===== src/rtl/alu_exec_unit.sv =====
// Execution-stage ALU with valid/ready handshakes. Logic and arithmetic finish in one cycle.
// Shifts run one bit per cycle, so the result is late by Shamt cycles.
module alu_exec_unit #(
  parameter int DATA_W  = 32,
  parameter int SHAMT_W = 5
) (
  input  logic                clk,
  input  logic                rst_n,
  input  logic                in_valid,
  output logic                in_ready,
  input  logic [3:0]          ALU_Operation,
  input  logic [DATA_W-1:0]   A,
  input  logic [DATA_W-1:0]   B,
  input  logic [SHAMT_W-1:0]  Shamt,
  output logic                out_valid,
  input  logic                out_ready,
  output logic [DATA_W-1:0]   Result,
  output logic                Zero,
  output logic                Overflow,
  output logic                Illegal
);

  typedef enum logic [1:0] {IDLE = 2'd0, SHIFT = 2'd1, DONE = 2'd2} state_t;

  localparam logic [3:0] OP_AND = 4'b0000;
  localparam logic [3:0] OP_OR  = 4'b0001;
  localparam logic [3:0] OP_ADD = 4'b0010;
  localparam logic [3:0] OP_XOR = 4'b0011;
  localparam logic [3:0] OP_SLL = 4'b0100;
  localparam logic [3:0] OP_SRL = 4'b0101;
  localparam logic [3:0] OP_SUB = 4'b0110;
  localparam logic [3:0] OP_SLT = 4'b0111;
  localparam logic [3:0] OP_SRA = 4'b1010;
  localparam logic [3:0] OP_NOR = 4'b1100;
  localparam logic [3:0] OP_LUI = 4'b1101;
  localparam int         MSB    = DATA_W - 1;

  state_t               state_r, state_nxt_s;
  logic [DATA_W-1:0]    work_r, shift_nxt_s;
  logic [SHAMT_W-1:0]   cnt_r;
  logic [3:0]           op_r;
  logic [DATA_W-1:0]    result_r, alu_res_s, sum_s, diff_s;
  logic                 zero_r, ovf_r, illegal_r, out_valid_r;
  logic                 alu_ovf_s, alu_ill_s, is_shift_s, start_shift_s;

  assign sum_s         = A + B;
  assign diff_s        = A - B;
  assign is_shift_s    = (ALU_Operation == OP_SLL) || (ALU_Operation == OP_SRL) ||
                         (ALU_Operation == OP_SRA);
  assign start_shift_s = is_shift_s && (Shamt != {SHAMT_W{1'b0}});

  assign in_ready  = (state_r == IDLE);
  assign out_valid = out_valid_r;
  assign Result    = result_r;
  assign Zero      = zero_r;
  assign Overflow  = ovf_r;
  assign Illegal   = illegal_r;

  // Single-cycle result for every op; a zero-distance shift simply passes B through.
  always_comb begin
    alu_res_s = {DATA_W{1'b0}};
    alu_ovf_s = 1'b0;
    alu_ill_s = 1'b0;
    case (ALU_Operation)
      OP_ADD: begin
        alu_res_s = sum_s;
        alu_ovf_s = (A[MSB] == B[MSB]) && (sum_s[MSB] != A[MSB]);
      end
      OP_SUB: begin
        alu_res_s = diff_s;
        alu_ovf_s = (A[MSB] != B[MSB]) && (diff_s[MSB] != A[MSB]);
      end
      OP_AND:  alu_res_s = A & B;
      OP_OR:   alu_res_s = A | B;
      OP_XOR:  alu_res_s = A ^ B;
      OP_NOR:  alu_res_s = ~(A | B);
      OP_SLT:  alu_res_s = {{(DATA_W-1){1'b0}}, ($signed(A) < $signed(B))};
      OP_SLL, OP_SRL, OP_SRA: alu_res_s = B;
      OP_LUI:  alu_res_s = {B[15:0], {(DATA_W-16){1'b0}}};
      default: alu_ill_s = 1'b1;
    endcase
  end

  // One-bit step of the latched shift.
  always_comb begin
    shift_nxt_s = {1'b0, work_r[MSB:1]};
    case (op_r)
      OP_SLL:  shift_nxt_s = {work_r[MSB-1:0], 1'b0};
      OP_SRA:  shift_nxt_s = {work_r[MSB], work_r[MSB:1]};
      default: shift_nxt_s = {1'b0, work_r[MSB:1]};
    endcase
  end

  // Next-state logic for the IDLE/SHIFT/DONE sequencer.
  always_comb begin
    state_nxt_s = state_r;
    case (state_r)
      IDLE: begin
        if (in_valid) begin
          state_nxt_s = start_shift_s ? SHIFT : DONE;
        end else begin
          state_nxt_s = IDLE;
        end
      end
      SHIFT: begin
        if (cnt_r == SHAMT_W'(1)) begin
          state_nxt_s = DONE;
        end else begin
          state_nxt_s = SHIFT;
        end
      end
      DONE: begin
        if (out_ready) begin
          state_nxt_s = IDLE;
        end else begin
          state_nxt_s = DONE;
        end
      end
      default: state_nxt_s = IDLE;
    endcase
  end

  // State register.
  always_ff @(posedge clk or negedge rst_n) begin
    if (!rst_n) begin
      state_r <= IDLE;
    end else begin
      state_r <= state_nxt_s;
    end
  end

  // Operand capture, shift iteration and registered result/flags.
  always_ff @(posedge clk or negedge rst_n) begin
    if (!rst_n) begin
      work_r      <= {DATA_W{1'b0}};
      cnt_r       <= {SHAMT_W{1'b0}};
      op_r        <= 4'b0000;
      result_r    <= {DATA_W{1'b0}};
      zero_r      <= 1'b0;
      ovf_r       <= 1'b0;
      illegal_r   <= 1'b0;
      out_valid_r <= 1'b0;
    end else begin
      out_valid_r <= (state_nxt_s == DONE);
      case (state_r)
        IDLE: begin
          if (in_valid && start_shift_s) begin
            work_r <= B;
            cnt_r  <= Shamt;
            op_r   <= ALU_Operation;
          end else if (in_valid) begin
            result_r  <= alu_res_s;
            zero_r    <= (alu_res_s == {DATA_W{1'b0}});
            ovf_r     <= alu_ovf_s;
            illegal_r <= alu_ill_s;
          end
        end
        SHIFT: begin
          work_r <= shift_nxt_s;
          cnt_r  <= cnt_r - SHAMT_W'(1);
          if (cnt_r == SHAMT_W'(1)) begin
            result_r  <= shift_nxt_s;
            zero_r    <= (shift_nxt_s == {DATA_W{1'b0}});
            ovf_r     <= 1'b0;
            illegal_r <= 1'b0;
          end
        end
        default: begin
        end
      endcase
    end
  end

endmodule


===== config.mk =====
export PLATFORM = sky130hd
export DESIGN_NAME = alu_exec_unit
export DESIGN_NICKNAME = d
export VERILOG_FILES = /design/src/rtl/alu_exec_unit.sv
export SDC_FILE = /design/constraint.sdc
export NUM_CORES = 1
export LEC_CHECK = 0
export BUFFER_PORTS_ARGS = -buffer_cell sky130_fd_sc_hd__buf_2
export CAP_MARGIN = 10
export CORE_AREA = 2 2 154 156
export DETAILED_ROUTE_END_ITERATION = 12
export DIE_AREA = 0 0 156 158
export GPL_ROUTABILITY_DRIVEN = 0
export MAX_ROUTING_LAYER = met4
export PLACE_DENSITY_LB_ADDON = 0.15
export RECOVER_POWER = 25
export SYNTH_ARGS = -nofsm -noshare
export SYNTH_HDL_FRONTEND = slang
export SYNTH_SLANG_ARGS = --single-unit

===== constraint.sdc =====
create_clock -name clk -period 4.3 [get_ports clk]
set_clock_uncertainty 0.1 [all_clocks]
set_input_delay 0.215 -clock clk [delete_from_list [all_inputs] [get_ports clk]]
set_output_delay 0.215 -clock clk [all_outputs]
set_load 0.01 [all_outputs]

==> flow_summary.yaml, run 1 <==
pwr:
  pwr-share-comb: 0.512
  p_seq_frac: 0.305
  p_per_area_nw_per_um2: 406
  power_switching_mw: 2.09
  switching_share: 0.456
  p_int_mw: 2.49
  total_power_mw: 4.58
  pwr-share-clk: 0.182
  peakVddDrop_v: 0.000305
  leakage_nw: 5.13
timing:
  fin_ws_ns: 0.290
  min_period_over_period: 0.933
  slew_violations: 43
  fin_hold_ws_ns: 0.0209
  finalHoldViolCount: 0
  tightest_slew_ns: 2.37
  tns_ns: 0
  fmax_ghz: 0.249
  rsz0062_at_grt: "no"
  setup_violations: 0
  min_period_ns: 4.01
  max_slew_margin: -0.581
global_routing:
  antenna_found_initial: 1
  grt_start_max_net_pins: 50
  grt_pass1_vias: 10700
  grt_pass1_wl_um: 64100
  grt.overflow.total: 0
  grt_usage: 0.350
synth:
  seq_area_frac_synth: 0.198
  syn-num-nets: 1549
  netlist_area_um2: 9980
  synth_cell_type_count: 82
  yosys.area.top_type: "dfrtp_1"
  synth-edff-count: 0
  yosysWarnings: 0
  ys_seq_elements: 79
  netlist.area_leader.share: 0.198
  syn_inst: 1372
  synthTopCellsByArea: "dfrtp_1 (20%), ha_1 (12%), nand2_1 (6.9%)"
  syn_area_per_cell_um2: 7.28
  synth_async_sr_flop_share: 1.00
  ys.flop_type: "dfrtp_1"
cts:
  clock_sinks: 79
  clock_path_buffers: 2
  cts_resized: 0
  root_buffer: "clkbuf_16"
  cts.reportedPaths.clkPinSlew_ns: 0.06
  cts_tree: "yes"
  htreeDepth: 3
  cts_made_buffers: 9
  insertion_delay_ns: 0.34
  hold_buffers: 3
  postCtsSetupRepairBufs: 0
setup_path:
  r2r-end: "Zero"
  cp-end-kind: "flop"
  r2r_start: "state_r[0]"
  crit_required_ns: 4.47
  rrSetupSlack_ns: 0.95
  worst-path-max-fanout: 12
  cp-startpoint: "B[4]"
  cp-start-kind: "input pin"
  crit_type: "in -> reg"
  r2r_cells: 11
  crit_arrival_ns: 4.18
floorplanning:
  fp.dieW_um: 156
  io_pins: 114
  core_um2: 23100
  core.rowCount: 56
  fp.dieH_um: 158
  start_util: 0.433
  die-area_um2: 24600
min_path:
  min_path_cells: 2
  hold_end: "cnt_r[3]"
  min-delay-start: "Shamt[3]"
  hp-class: "in -> reg"
placement:
  place_ws_ns: 0.163
  dp_hpwl_um: 32800
  dp_cells: 1732
  port_buffers: 113
routing:
  antenna_left: 0
  drt_pre_antenna_iters: 5
  dr.first_iter.drc_count: 1437
  vias: 11600
  viasPerCell: 6.63
  post-route-drc-count: 0
  wire_per_inst_um: 24.2
  postRouteWirelength_um: 42400
run_status:
  violations: "max-capacitance violations, max-slew violations"
  outcome: "finished, violations left"
layout:
  final_cells: 1752
  syn_to_final_growth_pct: 13.1
  nets: 1633
  drive_above_1_share: 0.132
job:
  maxCapViolations: 1
[layout by cell type (no fill, tap or decap), types with 36 or more instances in the layout]
master / n
ha_1: 98
a21oi_1: 109
inv_1: 98
nand2_1: 183
nor3_1: 36
o21ai_0: 69
nor2_1: 118
dfrtp_1: 79
buf_2: 105
o221ai_1: 36
buf_4: 48
[cells in the mapped netlist, drive strengths merged, types with 18 or more instances]
library cell and n:
dfrtp 79, o221ai 36, a22o 21, nand4 18
inv 100, a22oi 28, nor2 119, nand3 34
nand2 183, nor3 37, ha 98, a21oi 109
clkbuf 65, o21ai 78, mux2i 28, buf 26
[through the flow]
| step | instance area [µm²] | util |
|---|---|---|
| 2_1_floorplan | 9980 | - |
| 3_3_place_gp | 10900 | 0.475 |
| 3_5_place_dp | 10900 | 0.475 |
| 4_1_cts | 11300 | 0.490 |
| 5_1_grt | 11300 | 0.490 |
| 6_report | 11300 | 0.490 |
[cells by family (layout without fill, tap and decap cells)]
group	after synthesis	after routing	share of synthesized area
simple gates	484	484	0.225
compound gates	469	469	0.327
buf+inv	191	279	0.0744
fa+ha+maj	100	100	0.127
flops	79	79	0.198
mux	33	33	0.0337
xor+xnor	16	16	0.0140
other cells	0	2	0
[metal layers]
layer | wire, µm | track usage | share of wire | vias up
met5 | 0 | - | 0 | -
met4 | 2910 | 0.200 | 0.069 | 0
li1 | - | - | - | 5254
met2 | 18000 | 0.511 | 0.42 | 709
met3 | 4590 | 0.0673 | 0.11 | 172
met1 | 16900 | 0.453 | 0.40 | 5476
[worst max-delay path by stage]
stage	endpoint	slack (ns)	cells past startpoint
5_1_grt	Zero	0.26	13
3_5_place_dp	Zero	0.16	14
2_1_floorplan	Zero	1.29	13
4_1_cts	Zero	0.50	14
3_3_place_gp	Zero	0.15	14
6_report	Zero	0.29	14
[critical path, stage by stage]
cell and delay, ns:
buf_2 0.18, inv_1 0.08, ha_1 0.53, o211ai_1 0.22
o21a_1 0.26, or4_1 0.55, and4_1 0.24, o32ai_1 0.60
nand2_1 0.12, nor4_1 0.18, nand4_1 0.21, nor4_1 0.48
nand4_1 0.15, o21ai_1 0.14
[state kept, by name, indices dropped and copies added, names as in the netlist]
signal and cells:
Illegal 1, Overflow 1, Result 32, Zero 1, cnt_r 5, op_r 4
out_valid 1, state_r 2, work_r 32
[cell type report]
cell class / count / area, µm²
flip-flops and latches: 79 / 1980
inverters: 100 / 375
clock inverters: 5 / 82.6
fillers: 2335 / 11800
clock buffers: 10 / 239
repair buffers: 164 / 946
well taps: 290 / 363
multi-input cells: 1102 / 7310
diodes: 2 / 5.00
[power by group through the flow]
stage | clock network, mW | logic [mW] | registers (mW)
2_1_floorplan | 0 | 1.46 | 1.39
3_3_place_gp | 0 | 2.29 | 1.39
3_5_place_dp | 0 | 2.30 | 1.40
4_1_cts | 0.841 | 2.31 | 1.39
5_1_grt | 0.873 | 2.57 | 1.44
6_report | 0.836 | 2.35 | 1.40
Note: power is estimated with default switching activity, not from simulation.
==> run 2, diff against run 1 <==
--- a/config.mk
+++ b/config.mk
@@ -5,11 +5,12 @@
 export SDC_FILE = /design/constraint.sdc
 export NUM_CORES = 1
 export LEC_CHECK = 0
+export ABC_AREA = 1
 export BUFFER_PORTS_ARGS = -buffer_cell sky130_fd_sc_hd__buf_2
 export CAP_MARGIN = 10
-export CORE_AREA = 2 2 154 156
+export CORE_AREA = 2 2 161 163
 export DETAILED_ROUTE_END_ITERATION = 12
-export DIE_AREA = 0 0 156 158
+export DIE_AREA = 0 0 163 165
 export GPL_ROUTABILITY_DRIVEN = 0
 export MAX_ROUTING_LAYER = met4
 export PLACE_DENSITY_LB_ADDON = 0.15
==> run 2 against run 1 <==
The run still ends with max-capacitance violations, max-slew violations left. Routed wire length rose by 6.5%. Register-to-register slack improved by 0.64 ns. Area after synthesis rose by 9.8%. Count of clock-buffer cells in the layout rose by 1. Sequential share of layout area fell by 1.1 points. Clock power rose by 3.2%. Maximum frequency rose by 22%. Critical path type unchanged. Critical endpoint unchanged.
==> flow_summary.yaml, run 2 <==
timing:
  fmax_ghz: 0.304
  slew_violations: 41
  min_period_ns: 3.29
  fin_ws_ns: 1.01
  setup_violations: 0
  min_period_over_period: 0.764
  tightest_slew_ns: 2.39
  tns_ns: 0
  max_slew_margin: -0.593
  finalHoldViolCount: 0
  rsz0062_at_grt: "no"
pwr:
  leakage_nw: 6.54
  p_per_area_nw_per_um2: 408
  peakVddDrop_v: 0.000259
setup_path:
  r2r_cells: 9
  critPathTopFamily: "simple AND/OR/NAND/NOR gates"
  crit_buf_inv: 2
  crit_required_ns: 4.47
  critical_path.cell_chain: "buf_2 > inv_1 > ha_1 > nor2_1 > nand2_1 > nand3_1 > nand2_1 > nand2_1 > nand2_1 > nand2_1 > nand2_1 > nand3_1 > nand2_1 > nor2_1 > nand2_1 > nor2_1 > nand2_1 > nor2_1 > nand4_1 > a21oi_1"
  crit_type: "in -> reg"
  rrSetupSlack_ns: 1.59
  cpMostUsedCell: "nand2_1"
  cp-start-kind: "input pin"
  cp-startpoint: "B[2]"
  cp-end-kind: "flop"
  slowest_stage: "ha_1"
  cp.depth: 20
  crit_arrival_ns: 3.45
  critPathMaxStageDelay_ns: 0.45
  worst-path-max-fanout: 10
  r2r-end: "Result[19]"
  r2r_start: "state_r[1]"
min_path:
  min-delay-start: "Shamt[3]"
  hold_end: "cnt_r[3]"
  min_path_cells: 2
  hp-class: "in -> reg"
cts:
  insertion_delay_ns: 0.35
  root_buffer: "clkbuf_16"
  hold_buffers: 1
  cts_made_buffers: 9
  cts_tree: "yes"
  clock_path_buffers: 2
  cts.reportedPaths.clkPinSlew_ns: 0.06
  htreeDepth: 3
  postCtsSetupRepairBufs: 0
  clock_sinks: 79
  cts_resized: 0
layout:
  layout.cells.most_common_list: "nand2_1 (567), inv_1 (324), nor2_1 (212), nand3_1 (128), buf_2 (103)"
  multiInputGateArea_um2: 7430
  fillers: 2708
  nets: 2141
  drive_above_1_share: 0.0874
  final_common_cell: "nand2_1"
  final_cells: 2299
  syn_to_final_growth_pct: 10.1
  diodes: 0
  regArea_um2: 1980
routing:
  viasPerCell: 5.66
  wire_per_inst_um: 19.6
  drt_pre_antenna_iters: 6
  antenna_left: 0
  postRouteWirelength_um: 45200
  post-route-drc-count: 0
  vias: 13000
  dr.first_iter.drc_count: 1489
synth:
  yosysWarnings: 0
  syn-num-nets: 2071
  seq_area_frac_synth: 0.180
  synth-edff-count: 0
  synth_async_sr_flop_share: 1.00
  synth_common_cells: "nand2_1 (567), inv_1 (324), nor2_1 (214)"
  syn_area_per_cell_um2: 5.79
  yosysMostFrequentCell: "nand2_1"
  synthTopCellsByArea: "nand2_1 (19%), dfrtp_1 (18%), ha_1 (11%)"
  ys.flop_type: "dfrtp_1"
  ys_seq_elements: 79
  syn_inst: 1894
  netlist.area_leader.share: 0.194
  yosys.area.top_type: "nand2_1"
  synth_cell_type_count: 54
  netlist_area_um2: 11000
placement:
  dp_hpwl_um: 36300
  port_buffers: 113
  place_ws_ns: 0.856
  dp_cells: 2282
floorplanning:
  start_util: 0.438
  io_pins: 114
  fp.dieW_um: 163
  core.rowCount: 58
  core_um2: 25000
  fp.dieH_um: 165
  die-area_um2: 26900
global_routing:
  grt_pass1_vias: 11700
  antenna_found_initial: 0
  grt_start_max_net_pins: 63
  grt.overflow.total: 0
  grt_usage: 0.345
  grt_pass1_wl_um: 68000
run_status:
  outcome: "finished, violations left"
  violations: "max-capacitance violations, max-slew violations"
job:
  maxCapViolations: 1
==> run 2: changes by cell type in the layout (fill, tap and decap cells not counted), moves of 28 or more <==
cell and delta:
o22ai_1 +36, nand3_1 +94, a21oi_1 -40, inv_1 +226
buf_4 -36, nor2_1 +94, a22oi_1 -28, nand2_1 +384
==> run 2: layer usage <==
layer	share of wire	up-vias	wire, µm	track usage
li1	-	6196	-	-
met1	0.42	5861	18900	0.465
met2	0.41	820	18400	0.489
met3	0.11	134	5110	0.0683
met4	0.062	0	2780	0.178
met5	0	-	0	-
==> run 2: cells by family (layout without fill, tap and decap cells) <==
logic type      after synthesis  in the layout  synth area share
simple gates                998            998             0.378
buf+inv                     401            476             0.142
compound gates              311            311             0.181
fa+ha+maj                   100            100             0.116
flops                        79             79             0.180
xor+xnor                      3              3           0.00240
mux                           2              2           0.00183
==> run 2: worst max-delay path by stage <==
stage | end | slack [ns]
2_1_floorplan | Zero | 2.03
3_3_place_gp | Zero | 0.89
3_5_place_dp | Zero | 0.86
4_1_cts | Zero | 1.22
5_1_grt | Zero | 0.94
6_report | Zero | 1.01
==> run 2: power by group <==
part / internal, mW / leakage [nW] / switching [mW]
Combinational: 0.903 / 5.41 / 1.82
Clock: 0.539 / 0.158 / 0.324
Sequential: 1.10 / 0.971 / 0.233
Total: 2.55 / 6.54 / 2.37
==> run 2: through the flow <==
step	cell area [µm²]	utilization	hold slack, ns	power, mW
2_1_floorplan	11000	-	-0.181	3.08
3_3_place_gp	11700	0.469	0.147	3.97
3_5_place_dp	11700	0.469	0.148	3.99
4_1_cts	12100	0.482	0.0271	4.87
5_1_grt	12100	0.482	0.0407	5.27
6_report	12100	0.482	0.0293	4.92
==> run 2: area by class of cell <==
cell class | instances | share of cell area
Tap cell | 330 | 0.0342
Timing Repair Buffer | 126 | 0.0541
Multi-Input combinational cell | 1414 | 0.616
Inverter | 334 | 0.104
Sequential cell | 79 | 0.164
Clock buffer | 11 | 0.0209
Clock inverter | 5 | 0.00664
==> run 2: worst reg2reg max path, stage by stage (launching register included) <==
cell	delay [ns]
dfrtp_1	0.40
inv_1	0.12
nand2_1	0.10
buf_4	0.26
nand2_4	0.26
inv_2	0.36
o221ai_4	0.17
inv_2	0.47
o211ai_1	0.20
o21a_1	0.16
